<file path="config.mk">
export PLATFORM = sky130hd
export DESIGN_NAME = lcd_dma_fetch_ctrl
export DESIGN_NICKNAME = d
export VERILOG_FILES = /design/src/rtl/lcd_dma_fetch_ctrl.sv
export SDC_FILE = /design/constraint.sdc
export NUM_CORES = 1
export LEC_CHECK = 0
export CELL_PAD_IN_SITES_DETAIL_PLACEMENT = 2
export CELL_PAD_IN_SITES_GLOBAL_PLACEMENT = 2
export CORE_ASPECT_RATIO = 1.4
export CORE_UTILIZATION = 29
export DETAILED_ROUTE_END_ITERATION = 8
export PLACE_DENSITY_LB_ADDON = 0.1
export SLEW_MARGIN = 30
export SYNTH_ARGS = -nofsm -noshare
export SYNTH_HDL_FRONTEND = slang
export SYNTH_SLANG_ARGS = --single-unit
</file>
<file path="constraint.sdc">
create_clock -name clk -period 3.4 [get_ports clk]
set_input_delay 0.68 -clock clk [delete_from_list [all_inputs] [get_ports clk]]
set_output_delay 0.68 -clock clk [all_outputs]
set_load 0.03 [all_outputs]
</file>
<file path="src/rtl/lcd_dma_fetch_ctrl.sv">
// LCD DMA burst-fetch sequencer: turns FIFO watermark requests into
// fixed-length bus read bursts over the upper/lower panel frame buffers.
// Ports: clk, rst (sync active-low); config lcd_en, lcdtft, dual,
// watermark, upbase, lpbase, frame_words; FIFO side dma_req, fifofull,
// push, push_data; bus master bus_req/addr/len/gnt/rvalid/rdata/err;
// status panel_sel, frame_done, err_irq; frame sync fp_pulse.
// Option: define LCD_DMA_TIMEOUT_EN for an 8-bit bus watchdog.
module lcd_dma_fetch_ctrl #(
  parameter int ADDR_W = 32,
  parameter int FW_W   = 20
) (
  input  logic              clk,
  input  logic              rst,
  input  logic              lcd_en,
  input  logic              lcdtft,
  input  logic              dual,
  input  logic              watermark,
  input  logic [ADDR_W-1:0] upbase,
  input  logic [ADDR_W-1:0] lpbase,
  input  logic [FW_W-1:0]   frame_words,
  input  logic              dma_req,
  input  logic              fifofull,
  input  logic              fp_pulse,
  output logic              bus_req,
  output logic [ADDR_W-1:0] bus_addr,
  output logic [3:0]        bus_len,
  input  logic              bus_gnt,
  input  logic              bus_rvalid,
  input  logic [31:0]       bus_rdata,
  input  logic              bus_err,
  output logic              push,
  output logic [31:0]       push_data,
  output logic              panel_sel,
  output logic              frame_done,
  output logic              err_irq
);

  typedef enum logic [2:0] {
    IDLE, ARB, REQ, XFER, FLUSH
  } state_t;

  state_t state, state_nxt;

  logic [ADDR_W-1:0] up_addr, lp_addr, cur_addr;
  logic [FW_W-1:0]   up_rem, lp_rem, cur_rem, arb_rem;
  logic [3:0]        beat_cnt, burst, len_arb, step;
  logic              alt, fp_pend, dual_mode, sel_arb;
  logic              beat, last, adv, wrap, ending;
  logic              reload_all, to;

`ifdef LCD_DMA_TIMEOUT_EN
  logic [7:0] wd;
  logic       stall;

  assign stall = (state == REQ || state == XFER) &&
                 !bus_gnt && !bus_rvalid;
  // trips on the 255th consecutive stalled cycle
  assign to = stall && (wd == 8'd254);

  always_ff @(posedge clk) begin
    if (!rst)
      wd <= '0;
    else if (stall && !to)
      wd <= wd + 8'd1;
    else
      wd <= '0;
  end
`else
  assign to = 1'b0;
`endif

  always_comb begin
    dual_mode = !lcdtft && dual;
    sel_arb   = dual_mode && alt;
    arb_rem   = sel_arb ? lp_rem : up_rem;
    burst     = watermark ? 4'd8 : 4'd4;
    len_arb   = burst;
    if (arb_rem < FW_W'(burst))
      len_arb = arb_rem[3:0];
    cur_addr  = panel_sel ? lp_addr : up_addr;
    cur_rem   = panel_sel ? lp_rem : up_rem;
    // grant-cycle beats are ignored: only XFER/FLUSH count beats
    beat      = bus_rvalid && (state == XFER || state == FLUSH);
    last      = beat && (beat_cnt == 4'd1);
    ending    = last || to;
    // a watchdog abort skips every unfetched beat at once
    step      = to ? beat_cnt : 4'd1;
    wrap      = cur_rem <= FW_W'(step);
    // after a frame pulse the flushed beats are thrown away with
    // the stale addresses, so they do not advance anything
    adv       = to || (beat && !fp_pend);
    reload_all = (fp_pulse && (state == IDLE || state == ARB ||
                               state == REQ)) ||
                 (ending && (fp_pend || fp_pulse));
  end

  always_comb begin
    state_nxt = state;
    unique case (state)
      IDLE:
        if (!fp_pulse && lcd_en && dma_req && !fifofull)
          state_nxt = ARB;
      ARB:
        if (fp_pulse || !lcd_en) state_nxt = IDLE;
        else                     state_nxt = REQ;
      REQ:
        if (fp_pulse || to) state_nxt = IDLE;
        else if (bus_gnt)   state_nxt = XFER;
      XFER:
        if (ending)
          state_nxt = IDLE;
        else if ((beat && bus_err) || fp_pulse)
          state_nxt = FLUSH;
      FLUSH:
        if (last) state_nxt = IDLE;
      default:
        state_nxt = IDLE;
    endcase
  end

  always_comb begin
    bus_req   = (state == REQ);
    push      = (state == XFER) && bus_rvalid && !bus_err;
    push_data = push ? bus_rdata : '0;
  end

  always_ff @(posedge clk) begin
    if (!rst) state <= IDLE;
    else      state <= state_nxt;
  end

  always_ff @(posedge clk) begin
    if (!rst) begin
      up_addr    <= upbase;
      lp_addr    <= lpbase;
      up_rem     <= frame_words;
      lp_rem     <= frame_words;
      alt        <= 1'b0;
      fp_pend    <= 1'b0;
      beat_cnt   <= '0;
      bus_addr   <= '0;
      bus_len    <= '0;
      panel_sel  <= 1'b0;
      frame_done <= 1'b0;
      err_irq    <= 1'b0;
    end else begin
      frame_done <= 1'b0;
      err_irq    <= 1'b0;
      if (state == ARB && state_nxt == REQ) begin
        panel_sel <= sel_arb;
        bus_addr  <= sel_arb ? lp_addr : up_addr;
        bus_len   <= len_arb;
        beat_cnt  <= len_arb;
        if (dual_mode) alt <= !sel_arb;
      end
      if (beat)
        beat_cnt <= beat_cnt - 4'd1;
      if ((state == XFER && beat && bus_err) || to)
        err_irq <= 1'b1;
      if ((state == XFER || state == FLUSH) && fp_pulse && !ending)
        fp_pend <= 1'b1;
      if (adv) begin
        if (wrap) begin
          frame_done <= 1'b1;
          if (panel_sel) begin
            lp_addr <= lpbase;
            lp_rem  <= frame_words;
          end else begin
            up_addr <= upbase;
            up_rem  <= frame_words;
          end
        end else if (panel_sel) begin
          lp_addr <= cur_addr + ADDR_W'({step, 2'b00});
          lp_rem  <= cur_rem - FW_W'(step);
        end else begin
          up_addr <= cur_addr + ADDR_W'({step, 2'b00});
          up_rem  <= cur_rem - FW_W'(step);
        end
      end
      if (reload_all) begin
        up_addr <= upbase;
        lp_addr <= lpbase;
        up_rem  <= frame_words;
        lp_rem  <= frame_words;
        alt     <= 1'b0;
        fp_pend <= 1'b0;
      end
    end
  end

endmodule

</file>
Yosys cells after proc, flatten, opt, wreduce, memory -nomap -nowiden

Cells that the tools add are included.

Mux-type cells: 43
Magnitude comparators: 2
Reductions and logical operators: 40
Bitwise operators: 1
Add/sub/neg operators: 3
Equality and inequality tests: 9

Operators with widths:

| kind                  | number |
|---|---|
| $mux 32               | 15 |
| $mux 20               | 14 |
| $add 32x3->32 const B | 1 |
| $le 20x1->1 const B   | 1 |
| $lt 20x4->1           | 1 |
| $sub 20x1->20 const B | 1 |
| $logic_and 1x1->1     | 18 |
| $mux 3                | 6 |
| $mux 4                | 4 |
| $pmux 3 s5            | 1 |
| $eq 3x2->1 const B    | 3 |
| $logic_not 1->1       | 8 |
| $reduce_and 2->1      | 4 |
| $logic_or 1x1->1      | 7 |
| $ne 3x1->1 const B    | 2 |
| $eq 4x1->1 const B    | 1 |
| $sub 4x1->4 const B   | 1 |
| $eq 3x1->1 const B    | 1 |
| $eq 3x3->1 const B    | 1 |
| $logic_not 3->1       | 1 |
| $ne 3x2->1 const B    | 1 |
| $mux 1                | 2 |
| $mux 2                | 1 |
| $reduce_bool 2->1     | 1 |
| other kinds (2)       | 2 |

Bits of input ports: 128
Word-level logic and storage cells: 111
Register bits after elaboration: 152
Output and inout port bits: 73

Depth between registers and ports, before layout

Gate-level depths: netlist of the first run.

Depth in word-level cells: 12
Mapped depth: 14
Mapped depth without buffers: 8

Worst setup path before layout of the first run

OpenSTA, ideal clock, no wires.

Path type: register to register
From: register panel_sel
To: register lp_addr[3] (data pin)
Path buffers: 7
Arrival: 3.324 ns
Stages on the path, launching flop included: 14
Library setup time: 0.262 ns
Setup slack: -0.187 ns
Period minus slack after synthesis: 3.587 ns
Data required time: 3.138 ns
Path through: dfxtp_1 > buf_6 > buf_8 > buf_4 > buf_2 > buf_2 > buf_2 > mux2i_1 > ha_1 > o221ai_1 > a2111oi_4 > or2_1 > buf_2 > mux2_1

Longest elaborated chain between the ends: 7
Elaborated cells on any way between the ends: 9

RTL lines:

| item                     | RTL line | source |
|---|---|---|
| start: declaration       | 33       | `output logic panel_sel,` |
| start signal: assignment | 150      | `panel_sel <= sel_arb;` |
| $mux 32                  | 80       | `cur_addr = panel_sel ? lp_addr : up_addr;` |
| $add 32x3->32            | 173      | `lp_addr <= cur_addr + ADDR_W'({step, 2'b00});` |
| $mux 32                  | 172      | `end else if (panel_sel) begin` |
| $mux 32 (*)              | 163      | `if (wrap) begin` |
| $mux 32 (*)              | 162      | `if (adv) begin` |
| $mux 32 (*)              | 180      | `if (reload_all) begin` |
| $mux 32 (*)              | 133      | `if (!rst) begin` |
| end signal: assignment   | 135      | `lp_addr <= lpbase;` |
| end signal: assignment   | 166      | `lp_addr <= lpbase;` |
| end signal: assignment   | 182      | `lp_addr <= lpbase;` |
| end: declaration         | 44       | `logic [ADDR_W-1:0] up_addr, lp_addr, cur_addr;` |

Every way passes the cells marked *; elsewhere a longest branch is shown, timed or not. The select of a mux whose other input is x is not followed.
A chain may end at the register's enable or synchronous reset.

Worst setup path after layout of the first run

Ends and elaborated chain as after synthesis.

==> results.md, run 1 <==
Status:
- The run finished with clean final reports.

Critical path:
- The required time of the worst setup path is 3.58 ns.
- The biggest cell delay along the critical path is 0.61 ns.
- The setup path with the least slack is of type reg -> reg.
- For the worst setup path, the data arrival time is 3.06 ns.
- Of all nets on the critical path, the largest fanout is 30.
- The critical path capture point type is a flop.
- STA classifies the critical path startpoint as a flop.
- The library cell contributing the largest single delay on the critical path is sky130_fd_sc_hd__dfxtp_4.
- The gate family responsible for the most delay along the worst path is multiplexers.
- The critical path goes through mux2i_1, ha_2, o221ai_1, a2111oi_4, or2_1, buf_12, mux2_1.
- The buffers plus inverters on the worst setup path is 1.

Placed design:
- The placement-stage worst setup slack is 0.140 ns.
- Counting tap cells, the placed design contains a total of 1403 instances.
- In this run the tool buffered the top-level ports with 200 buffer cells.
- The wire-length estimate of the detail-placed layout is 22900 um.
- Once placement finished, the instance area stood at 11500 um^2.
- The routability-driven placement congestion ratio is 0.748.

Synthesis:
- Counting instances in the post-synthesis netlist gives the leading cell types as sky130_fd_sc_hd__edfxtp_1 (104), sky130_fd_sc_hd__mux2i_1 (70), sky130_fd_sc_hd__o21ai_0 (62).
- The flop and latch count out of synthesis is 152.
- Yosys attributes the largest share of cell area to sky130_fd_sc_hd__edfxtp_1 (35%), sky130_fd_sc_hd__dfxtp_1 (11%), sky130_fd_sc_hd__mux2i_1 (7.7%).
- The post-synthesis cell count is 838.
- The area fraction of the dominant cell type after synthesis is 34.5%.
- Yosys mapped a number of flops with a built-in enable equal to 104.
- The most used flip-flop cell after synthesis is sky130_fd_sc_hd__edfxtp_1.
- The warning count from the yosys run is 0.
- The cell area that synthesis handed to floorplanning was 9050 um^2.
- The number of different library cells in the post-synthesis netlist is 77.
- The sequential share of the synthesized area is 45.1%.
- The cell taking the most area after synthesis is sky130_fd_sc_hd__edfxtp_1.
- The proportion of synthesized flip-flops having asynchronous set or reset is 0%.
- The dominant cell by count in the synthesized netlist is sky130_fd_sc_hd__edfxtp_1.
- The synthesized netlist net count is 972.
- In this run the mean area of a mapped cell was 10.8 um^2.

Floorplan:
- The die is 151 um wide.
- The starting density of the core is 29.5%.
- The area inside the core boundary is 30700 um^2.
- The number of placed I/O pins is 201.
- The die footprint is 31900 um^2.
- After floorplanning, the core was divided into 76 placement rows.
- The vertical extent of the die is 211 um.

CTS:
- Counting every sink on the clock net gives 152.
- The clock passes through at most 2 buffers.
- After clock tree synthesis, the flow added hold-fix buffers numbering 0.
- The later pin in the worst-skew pair is clocked with a latency of 0.44 ns.
- Gates resized during post-CTS repair numbered 0.
- The clock transition at the registers of the reported paths is 0.06 ns.
- Counting the buffers created by CTS gives 17.
- The clock tree synthesis step divided the H-tree into 4 levels.
- The clock tree from TritonCTS is yes.
- The number of setup buffers added after CTS is 0.
- The tree is rooted in a sky130_fd_sc_hd__clkbuf_16.

STA:
- The number of endpoints with negative hold slack in the final report came to 0.
- Across all setup checks in the final design, the least slack found is 0.522 ns.
- Headroom to the max-slew limit came out at 51.4%.
- The minimum clock period after layout is 2.88 ns.
- For this run, the top clock speed supported by timing is 0.347 GHz.
- The worst clock skew is 0.0112 ns.
- The max-slew violation count is 0.
- The total negative setup slack is 0 ns.
- The measured slew at the worst slew-check pin is 0.725 ns.
- The final count of negative-setup-slack endpoints is 0.
- Setup repair after global routing left no endpoint under its margin.
- The final critical path takes up 84.7% of the cycle.

Finish:
- The area of all placed cells without fillers is 12100 um^2.
- Of the cells placed in the final design, the portion with a size suffix greater than 1 is 13.0%.
- The diode insertion count for antenna repair is 0.
- The net count of the finished layout is 1166.
- The count of non-filler cells in the finished layout is 1435.
- The layout overhead on the synthesized area is 33.2%.

Global route:
- The total track usage is 20.3%.
- The aggregate global routing overflow is 0.
- The first-pass GRT wire length is 48000 um.
- The number of antenna violations at the first check in global routing is 0.
- Entering global routing, the biggest net connects 64 pins.
- The number of global-route vias before repair is 8336.

Detailed routing:
- The average wire length per cell after detail routing is 21.8 um.
- The routed design has 31200 um of wire.
- The post-detailed-route DRC marker count is 0.
- For this run, the detailed router's first-pass iteration total came to 4.
- In this run the remaining antenna-violating nets after routing total 0.
- The via count of the routed design is 7490.
- The average vias per placed instance is 5.22.
- In this run, the number of DRC markers left after iteration 0 of detailed routing was 305.

Power:
- The peak supply drop is 0.320 mV.
- The power per cell area is 391 nW/um^2.
- The analysis attributes to cell leakage a power of 0.00406 uW.

Job:
- The count of max-cap constraint violations is 0.

Worst hold path:
- In this run the worst hold path is classified as reg -> reg.
-- cell type report --
type	instances	area, um^2
flip-flops and latches	152	4090
well taps	390	488
repair buffers	230	2260
fillers	3265	18700
multi-input cells	617	4640
clock buffers	29	512
clock inverters	3	16.3
inverters	14	52.6
-- cells by family after synthesis --
kind of cell | synth area share [%]
AOI/OAI and AO/OA | 15.0
buffers and inverters | 3.76
and+or+nand+nor | 16.4
xor gates and xnor gates | 3.39
DFF | 45.1
muxes | 15.5
adders and majority gates | 0.829
-- final timing paths --
check                                from  cells after the start  slack [ns]                      end
setup / recovery   panel_sel$_SDFFE_PN0P_                      7        0.52     lp_addr[3]$_DFFE_PP_
hold / removal    bus_len[0]$_SDFFE_PN0P_                      2        0.46  bus_len[0]$_SDFFE_PN0P_
setup reg to reg   panel_sel$_SDFFE_PN0P_                      7        0.52     lp_addr[3]$_DFFE_PP_
hold reg to reg   bus_len[0]$_SDFFE_PN0P_                      2        0.46  bus_len[0]$_SDFFE_PN0P_
-- where the power goes --
group | switching (uW) | internal (uW) | total (uW)
Combinational | 322 | 336 | 658
Sequential | 141 | 2140 | 2280
Clock | 757 | 1020 | 1770
-- layout by cell type (no fill, tap or decap), types with 18 or more instances in the layout --
cell type                         instances
sky130_fd_sc_hd__clkdlybuf4s50_1        167
sky130_fd_sc_hd__edfxtp_1               104
sky130_fd_sc_hd__mux2i_1                 70
sky130_fd_sc_hd__o21ai_0                 62
sky130_fd_sc_hd__nor2_1                  56
sky130_fd_sc_hd__buf_4                   54
sky130_fd_sc_hd__dfxtp_1                 47
sky130_fd_sc_hd__mux2_1                  42
sky130_fd_sc_hd__and2_1                  36
sky130_fd_sc_hd__a211oi_1                33
sky130_fd_sc_hd__nor3_1                  28
sky130_fd_sc_hd__xnor2_1                 21
sky130_fd_sc_hd__a21oi_1                 20
sky130_fd_sc_hd__o31ai_1                 19
sky130_fd_sc_hd__nand3_1                 18
sky130_fd_sc_hd__clkbuf_16               18
-- registers in the layout, summed over array words and instances, names as in the netlist --
register    cells
lp_rem         20
beat_cnt        4
err_irq         1
up_rem         20
up_addr        32
bus_addr       32
lp_addr        32
state           3
bus_len         4
fp_pend         1
frame_done      1
alt             1
panel_sel       1
-- routing by layer --
layer	track usage, %	vias up	share of wire (%)
li1	-	3593	-
met1	22.8	3744	40
met2	38.6	127	56
met3	3.24	26	2.9
met4	5.17	0	1.4
met5	0	-	0
-- stage by stage --
step / util [%] / hold WS, ns / total power, uW
2_1_floorplan: - / 0.448 / 2630
3_3_place_gp: 37.5 / 0.451 / 2970
3_5_place_dp: 37.5 / 0.465 / 2990
4_1_cts: 39.2 / 0.474 / 4770
5_1_grt: 39.2 / 0.495 / 4910
6_report: 39.2 / 0.463 / 4710
-- worst register-to-register path, stage by stage (launching register included) --
cell and delay, ns:
sky130_fd_sc_hd__dfxtp_4 0.61, sky130_fd_sc_hd__mux2i_1 0.33, sky130_fd_sc_hd__ha_2 0.30, sky130_fd_sc_hd__o221ai_1 0.20, sky130_fd_sc_hd__a2111oi_4 0.42, sky130_fd_sc_hd__or2_1 0.24, sky130_fd_sc_hd__buf_12 0.20, sky130_fd_sc_hd__mux2_1 0.34
Note: power is estimated with default switching activity, not from simulation.
==> inputs of run 2 (changes only) <==
Settings changed: CORE_UTILIZATION 29 to 30.
Clock period 3.4 ns to 2.75 ns, I/O delays scaled along.
==> results.md, run 2 (same netlist as run 1, synthesis figures left out) <==
Status:
- The flow ran to the end, and the final reports show no timing, DRC or antenna violations.

Finish:
- The total of fill cells in the finished design is 3080 (-5.7%).
- The area of all placed cells without fillers is 12700 um^2 (+5.2%).
- The diode insertion count for antenna repair is 0 (unchanged).
- The most common cell after layout, fill and taps aside is sky130_fd_sc_hd__clkdlybuf4s50_1.
- The proportion of layout cells with a drive suffix above 1 is 20.7% (+7.7 points).
- The area growth from synthesis to layout is 40.2%.
- The total number of nets in the final design was 1202 (+3.1%).
- The library cells used most frequently in the layout, excluding fill and tap cells, are sky130_fd_sc_hd__clkdlybuf4s50_1 (167), sky130_fd_sc_hd__edfxtp_1 (104), sky130_fd_sc_hd__buf_4 (81).
- The largest registers in the layout are bus_addr (32), lp_addr (32), up_addr (32).
- The count of non-filler cells in the finished layout was 1461 (+1.8%).

Detailed routing:
- The sum of routed wire length over all layers is 31500 um (+1.1%).
- The via count of the routed design is 7733 (+3.2%).
- The post-detailed-route DRC marker count is 0 (unchanged).
- The post-route antenna net violation count is 0 (unchanged).
- The number of detailed-routing iterations run before antenna repair is 4 (unchanged).
- The detailed router's first-iteration violation count was 294 (-3.6%).
- The average wire length per cell after detail routing is 21.6 um (-0.74%).
- The average vias per placed instance is 5.29 (+1.4%).

Power:
- The total power is 6340 uW (+35%).
- The power per cell area is 500 nW/um^2 (+28%).
- The peak supply drop is 0.394 mV (+23%).
- The standby leakage power is 0.00447 uW (+10%).

Critical path:
- Grouping stages by cell kind, the critical path spends the most delay in buffers and inverters.
- The slowest stage of the critical path belongs to the cell sky130_fd_sc_hd__dfxtp_4.
- The buffers plus inverters on the worst setup path is 4 (+3).
- The critical path launch point type is a flop.
- The worst setup path is of the reg -> reg kind.
- The top fanout value on the critical path came to 10 (-67%).
- The biggest cell delay along the critical path is 0.42 ns (-0.19 ns).
- The arrival time of the worst setup path is 2.86 ns (-0.20 ns).
- The required time of the worst setup path is 2.99 ns (-0.59 ns).
- STA classifies the critical path endpoint as a flop.
- The critical path goes through mux2i_1, inv_1, ha_1, o221ai_2, a2111oi_4, buf_4, or2_1, buf_12, buf_4, o31ai_1.
- The most numerous cell type found on the critical path is sky130_fd_sc_hd__buf_4.

STA:
- The minimum clock period after layout is 2.61 ns (-0.267 ns).
- The total negative setup slack is 0 ns (unchanged).
- Setup repair after global routing left no endpoint under its margin.
- The fmax is 0.383 GHz (+10%).
- The worst clock skew is 0.0113 ns (+0.000146 ns).
- The final count of negative-setup-slack endpoints is 0 (unchanged).
- The number of endpoints with negative hold slack in the final report was 0 (unchanged).
- The measured slew at the worst slew-check pin is 0.661 ns (-0.0631 ns).
- The max-slew violation count is 0 (unchanged).
- The portion of the clock cycle consumed by the worst path in the final layout is 94.9% (+10 points).
- The relative max-transition margin is 55.9% (+4.5 points).

Global route:
- The total track usage is 21.0% (+0.75 points).
- The number of global-route vias before repair is 8633 (+3.6%).
- The maximum number of pins on one net before global-route repair is 36 (-44%).
- The aggregate global routing overflow is 0 (unchanged).
- The number of antenna violations at the first check in global routing is 0 (unchanged).
- The first-pass GRT wire length is 49200 um (+2.6%).

Floorplan:
- The width of the chip is 149 um (-1.7%).
- The starting density of the core was 30.7% (+1.3 points).
- The cell row count came to 74 (-2.6%).
- The number of placed I/O pins is 201 (unchanged).
- The area inside the core boundary came to 29400 um^2 (-4.1%).
- The vertical extent of the die is 208 um (-1.7%).
- The die footprint was 30900 um^2 (-3.3%).

CTS:
- The worst-case clock buffer depth came to 2 (unchanged).
- TritonCTS built the clock tree.
- The CTS buffer count is 17 (unchanged).
- The TritonCTS sink count is 152 (unchanged).
- The deepest level of the CTS H-tree is 4 (unchanged).
- The clock insertion delay at the later pin of the skew report came to 0.44 ns (about the same).
- The clock transition at the registers of the reported paths is 0.07 ns (about the same).
- The cts-stage hold buffer count was 0 (unchanged).
- The root cell of the clock tree is sky130_fd_sc_hd__clkbuf_16.

Placed design:
- The total of buffers placed on input and output ports was 200 (unchanged).
- The routability-driven placement congestion ratio is 0.765 (+2.2%).
- The cell area after placement is 12000 um^2 (+3.9%).
- The number of instances in the placed design is 1425 (+1.6%).
- The placed wire-length estimate after detailed placement is 23800 um (+4.0%).

Job:
- The count of max-cap constraint violations is 0 (unchanged).

Worst hold path:
- The tightest min-delay check is of the reg -> reg type.
## run 2: path summary, 6_finish.rpt
kind                                              start                      end  depth (start not counted)  slack (ns)
worst min register to register  bus_len[0]$_SDFFE_PN0P_  bus_len[0]$_SDFFE_PN0P_                          2        0.47
worst min-delay path            bus_len[0]$_SDFFE_PN0P_  bus_len[0]$_SDFFE_PN0P_                          2        0.47
worst max register to register   panel_sel$_SDFFE_PN0P_    lp_addr[14]$_DFFE_PP_                         10        0.14
worst max-delay path             panel_sel$_SDFFE_PN0P_    lp_addr[14]$_DFFE_PP_                         10        0.14
## run 2: per-stage QoR
stage          hold WS, ns  util [%]  setup slack [ns]
2_1_floorplan        0.448         -            -0.334
3_3_place_gp         0.456      40.7            -0.138
3_5_place_dp         0.466      40.7            -0.242
4_1_cts              0.475      42.9            0.0110
5_1_grt              0.507      43.1           0.00183
6_report             0.469      43.1             0.139
## run 2: per-layer routing
layer  GRT usage, %  vias to the layer above  wire, um
met5              0                        -         0
met4           5.70                        0       471
met3           2.79                       27       674
met2           40.6                      117     17700
met1           23.5                     3916     12700
li1               -                     3673         -
## run 2: timing repair
item	in CTS	in global routing
gates resized for setup	0	6
setup buffers	1	3
pin swaps	1	1
endpoints found under the setup margin	2	84
## run 2: final cells by class
cell class              instances  area (um^2)  area share [%]
clock buffers                  17          425            3.35
clock inverters                15          216            1.71
inverters                      14         52.6           0.414
multi-input cells             617         4810            37.9
flip-flops and latches        152         4090            32.2
well taps                     380          475            3.75
repair buffers                266         2620            20.6
## run 2: worst min-delay path: cells and delay by family, from the launching register on
family             cells  cell delay (ns)
AOI/OAI and AO/OA      1             0.05
DFF                    1             0.31
and+or+nand+nor        1             0.06
## run 2: report_power, final
| part | internal [uW] | switching, uW |
|---|---|---|
| Clock | 1540 | 1050 |
| Sequential | 2640 | 177 |
| Combinational | 502 | 428 |
| Total | 4690 | 1650 |
==> inputs of run 3 (changes only) <==
Clock period 2.75 ns to 3.4 ns, I/O delays scaled along.
==> results.md, run 3 (same netlist as run 1, synthesis figures left out) <==
STA:
- The final count of negative-setup-slack endpoints is 0 (unchanged).
- The worst clock skew is 0.00917 ns (-0.00213 ns).
- The total negative setup slack is 0 ns (unchanged).
- Setup repair after global routing left no endpoint under its margin.
- The relative max-transition margin came to 53.3% (-2.6 points).
- The worst setup margin is 0.308 ns (+0.169 ns).
- The number of endpoints with negative hold slack in the final report is 0 (unchanged).
- The measured slew at the worst slew-check pin came to 0.700 ns (+0.0387 ns).
- The max-slew violation count was 0 (unchanged).
- The fmax came to 0.323 GHz (-16%).
- The minimum clock period after layout is 3.09 ns (+0.481 ns).
- The portion of the clock cycle consumed by the worst path in the final layout is 91.0% (-4.0 points).

CTS:
- The clock insertion delay at the later pin of the skew report was 0.44 ns (about the same).
- The number of gates resized after cts is 0 (unchanged).
- The clock transition at the registers of the reported paths is 0.07 ns (about the same).
- The deepest level of the CTS H-tree is 4 (unchanged).
- The CTS buffer count is 17 (unchanged).
- The cts-stage hold buffer count is 0 (unchanged).
- The tree is rooted in a sky130_fd_sc_hd__clkbuf_16.
- The TritonCTS sink count was 152 (unchanged).
- The number of setup buffers added after CTS was 0 (-1).
- The worst-case clock buffer depth was 2 (unchanged).
- TritonCTS built the clock tree.

Finish:
- The area growth from synthesis to layout is 33.6%.
- The total number of nets in the final design came to 1173 (-2.4%).
- The share of the core filled with cells in the final layout came to 41.1% (-2.0 points).
- The area of all placed cells without fillers is 12100 um^2 (-4.7%).
- The diode insertion count for antenna repair was 0 (unchanged).
- The proportion of layout cells with a drive suffix above 1 is 14.4% (-6.4 points).
- The most common cell after layout, fill and taps aside is sky130_fd_sc_hd__clkdlybuf4s50_1.
- The largest registers in the layout are bus_addr (32), lp_addr (32), up_addr (32).
- In the layout the commonest cells are sky130_fd_sc_hd__clkdlybuf4s50_1 (167), sky130_fd_sc_hd__edfxtp_1 (104), sky130_fd_sc_hd__mux2i_1 (70).

Worst hold path:
- The worst hold path begins at bus_len[1]$_SDFFE_PN0P_.
- The worst min-delay path endpoint is bus_len[1]$_SDFFE_PN0P_.
- The type of the tightest min-delay check is reg -> reg.
- The worst hold path depth came to 2 (unchanged).

Power:
- The peak supply drop came to 0.307 mV (-22%).
- The power per cell area is 399 nW/um^2 (-20%).
- The standby leakage power was 0.00409 uW (-8.4%).

Global route:
- In this run the most used layer during global routing was met2.
- The first-pass GRT wire length came to 47800 um (-2.9%).
- The met3 demand-to-capacity share in global routing is 2.92% (+0.13 points).
- The aggregate global routing overflow is 0 (unchanged).
- The number of global-route vias before repair came to 8247 (-4.5%).
- The total track usage is 20.6% (-0.39 points).
- The maximum number of pins on one net before global-route repair is 64 (+78%).
- The routing usage on met2 was 38.7% (-1.9 points).
- The number of antenna violations at the first check in global routing is 0 (unchanged).
- The met1 global-route usage is 23.3% (-0.14 points).

Detailed routing:
- The average wire length per cell after detail routing is 21.6 um (+0.13%).
- The number of detailed-routing iterations run before antenna repair came to 4 (unchanged).
- The detailed router's first-iteration violation count is 213 (-28%).
- The post-route antenna net violation count is 0 (unchanged).
- The average vias per placed instance came to 5.28 (-0.20%).
- The sum of routed wire length over all layers is 31000 um (-1.9%).
- The post-detailed-route DRC marker count is 0 (unchanged).
- The via count of the routed design was 7564 (-2.2%).

Floorplan:
- The vertical extent of the die is 208 um (unchanged).
- The width of the chip came to 149 um (unchanged).
- The number of placed I/O pins is 201 (unchanged).
- The cell row count came to 74 (unchanged).
- The die footprint is 30900 um^2 (unchanged).
- The starting density of the core came to 30.7% (unchanged).
- The area inside the core boundary was 29400 um^2 (unchanged).

Critical path:
- The biggest cell delay along the critical path was 0.54 ns (+0.12 ns).
- The number of cells traversed by the worst register-to-register path came to 8 (-2).
- The top fanout value on the critical path is 18 (+8).
- The critical path in this run is classified as reg -> reg.
- The arrival time of the worst setup path is 3.29 ns (+0.43 ns).
- In this run the worst setup path begins at panel_sel$_SDFFE_PN0P_.
- The worst setup path is captured at a flop.
- The required time of the worst setup path is 3.59 ns (+0.60 ns).
- The buffers plus inverters on the worst setup path is 2 (-2).
- The library cell contributing the largest single delay on the critical path is sky130_fd_sc_hd__dfxtp_4.
- The worst-case register-to-register setup slack is 0.31 ns (+0.17 ns).
- The worst setup path is launched from a flop.
- The launch instance of the worst register-to-register path is panel_sel$_SDFFE_PN0P_.
- The signal on the critical path passes through mux2i_1, inv_1, ha_1, o221ai_1, a2111oi_4, nor2_4, buf_4, mux2_1.
- Broken down by cell family, the worst path's largest delay share belongs to multiplexers.
- The end of the worst register-to-register path is up_addr[7]$_DFFE_PP_.

Placed design:
- The total of buffers placed on input and output ports is 200 (unchanged).
- The routability-driven placement congestion ratio is 0.768 (+0.46%).
- The cell area after placement came to 11500 um^2 (-3.8%).
- The placed wire-length estimate after detailed placement came to 22800 um (-4.2%).
- The placement-stage worst setup slack is 0.182 ns (+0.424 ns).

Job:
- The count of max-cap constraint violations is 0 (unchanged).

Status:
- The run finished with clean final reports.
==> run 3: cell types whose count changed in the layout (fill, tap and decap cells not counted), moves of 2 or more <==
cell / change
sky130_fd_sc_hd__buf_12: -9
sky130_fd_sc_hd__mux2_4: -41
sky130_fd_sc_hd__clkinv_4: -3
sky130_fd_sc_hd__buf_6: -2
sky130_fd_sc_hd__inv_6: +3
sky130_fd_sc_hd__buf_4: -17
sky130_fd_sc_hd__mux2_1: +41
sky130_fd_sc_hd__bufinv_16: -3
==> run 3: stage by stage <==
stage                     total power [uW]  hold slack [ns]  std cells
after floorplan                       2630            0.448        838
after CTS                             4880            0.477       1432
after global placement                2960            0.451       1400
final                                 4820            0.463       1432
after global routing                  5020            0.500       1432
after detailed placement              2990            0.467       1400
==> run 3: per-layer routing <==
| metal | up-vias | share of wire [%] | wire [um] |
|---|---|---|---|
| met2 | 120 | 55 | 17000 |
| met5 | - | 0 | 0 |
| li1 | 3604 | - | - |
| met4 | 0 | 2.0 | 631 |
| met3 | 28 | 2.2 | 690 |
| met1 | 3812 | 41 | 12600 |
==> run 3: cell type report <==
class	count	area, um^2
Tap cell	380	475
Clock buffer	17	425
Multi-Input combinational cell	617	4640
Inverter	14	52.6
Fill cell	3126	17300
Clock inverter	15	140
Timing Repair Buffer	237	2270
Sequential cell	152	4090
==> run 3: worst max-delay path by stage <==
| stage | endpoint | depth (start not counted) |
|---|---|---|
| after global placement | beat_cnt[1]$_SDFFE_PN0P_ | 7 |
| after CTS | up_addr[7]$_DFFE_PP_ | 8 |
| after global routing | up_addr[7]$_DFFE_PP_ | 8 |
| final | up_addr[7]$_DFFE_PP_ | 8 |
| after detailed placement | beat_cnt[1]$_SDFFE_PN0P_ | 9 |
| after floorplan | lp_addr[3]$_DFFE_PP_ | 13 |
==> run 3: report_power, final <==
| group | switching (uW) | internal, uW |
|---|---|---|
| sequential | 145 | 2140 |
| combinational | 321 | 336 |
| clock | 858 | 1020 |
==> run 3: tightest hold or removal path, cell delays in order (launching register included) <==
cell and delay (ns):
sky130_fd_sc_hd__dfxtp_1 0.31, sky130_fd_sc_hd__nand2_1 0.05, sky130_fd_sc_hd__a21oi_1 0.05
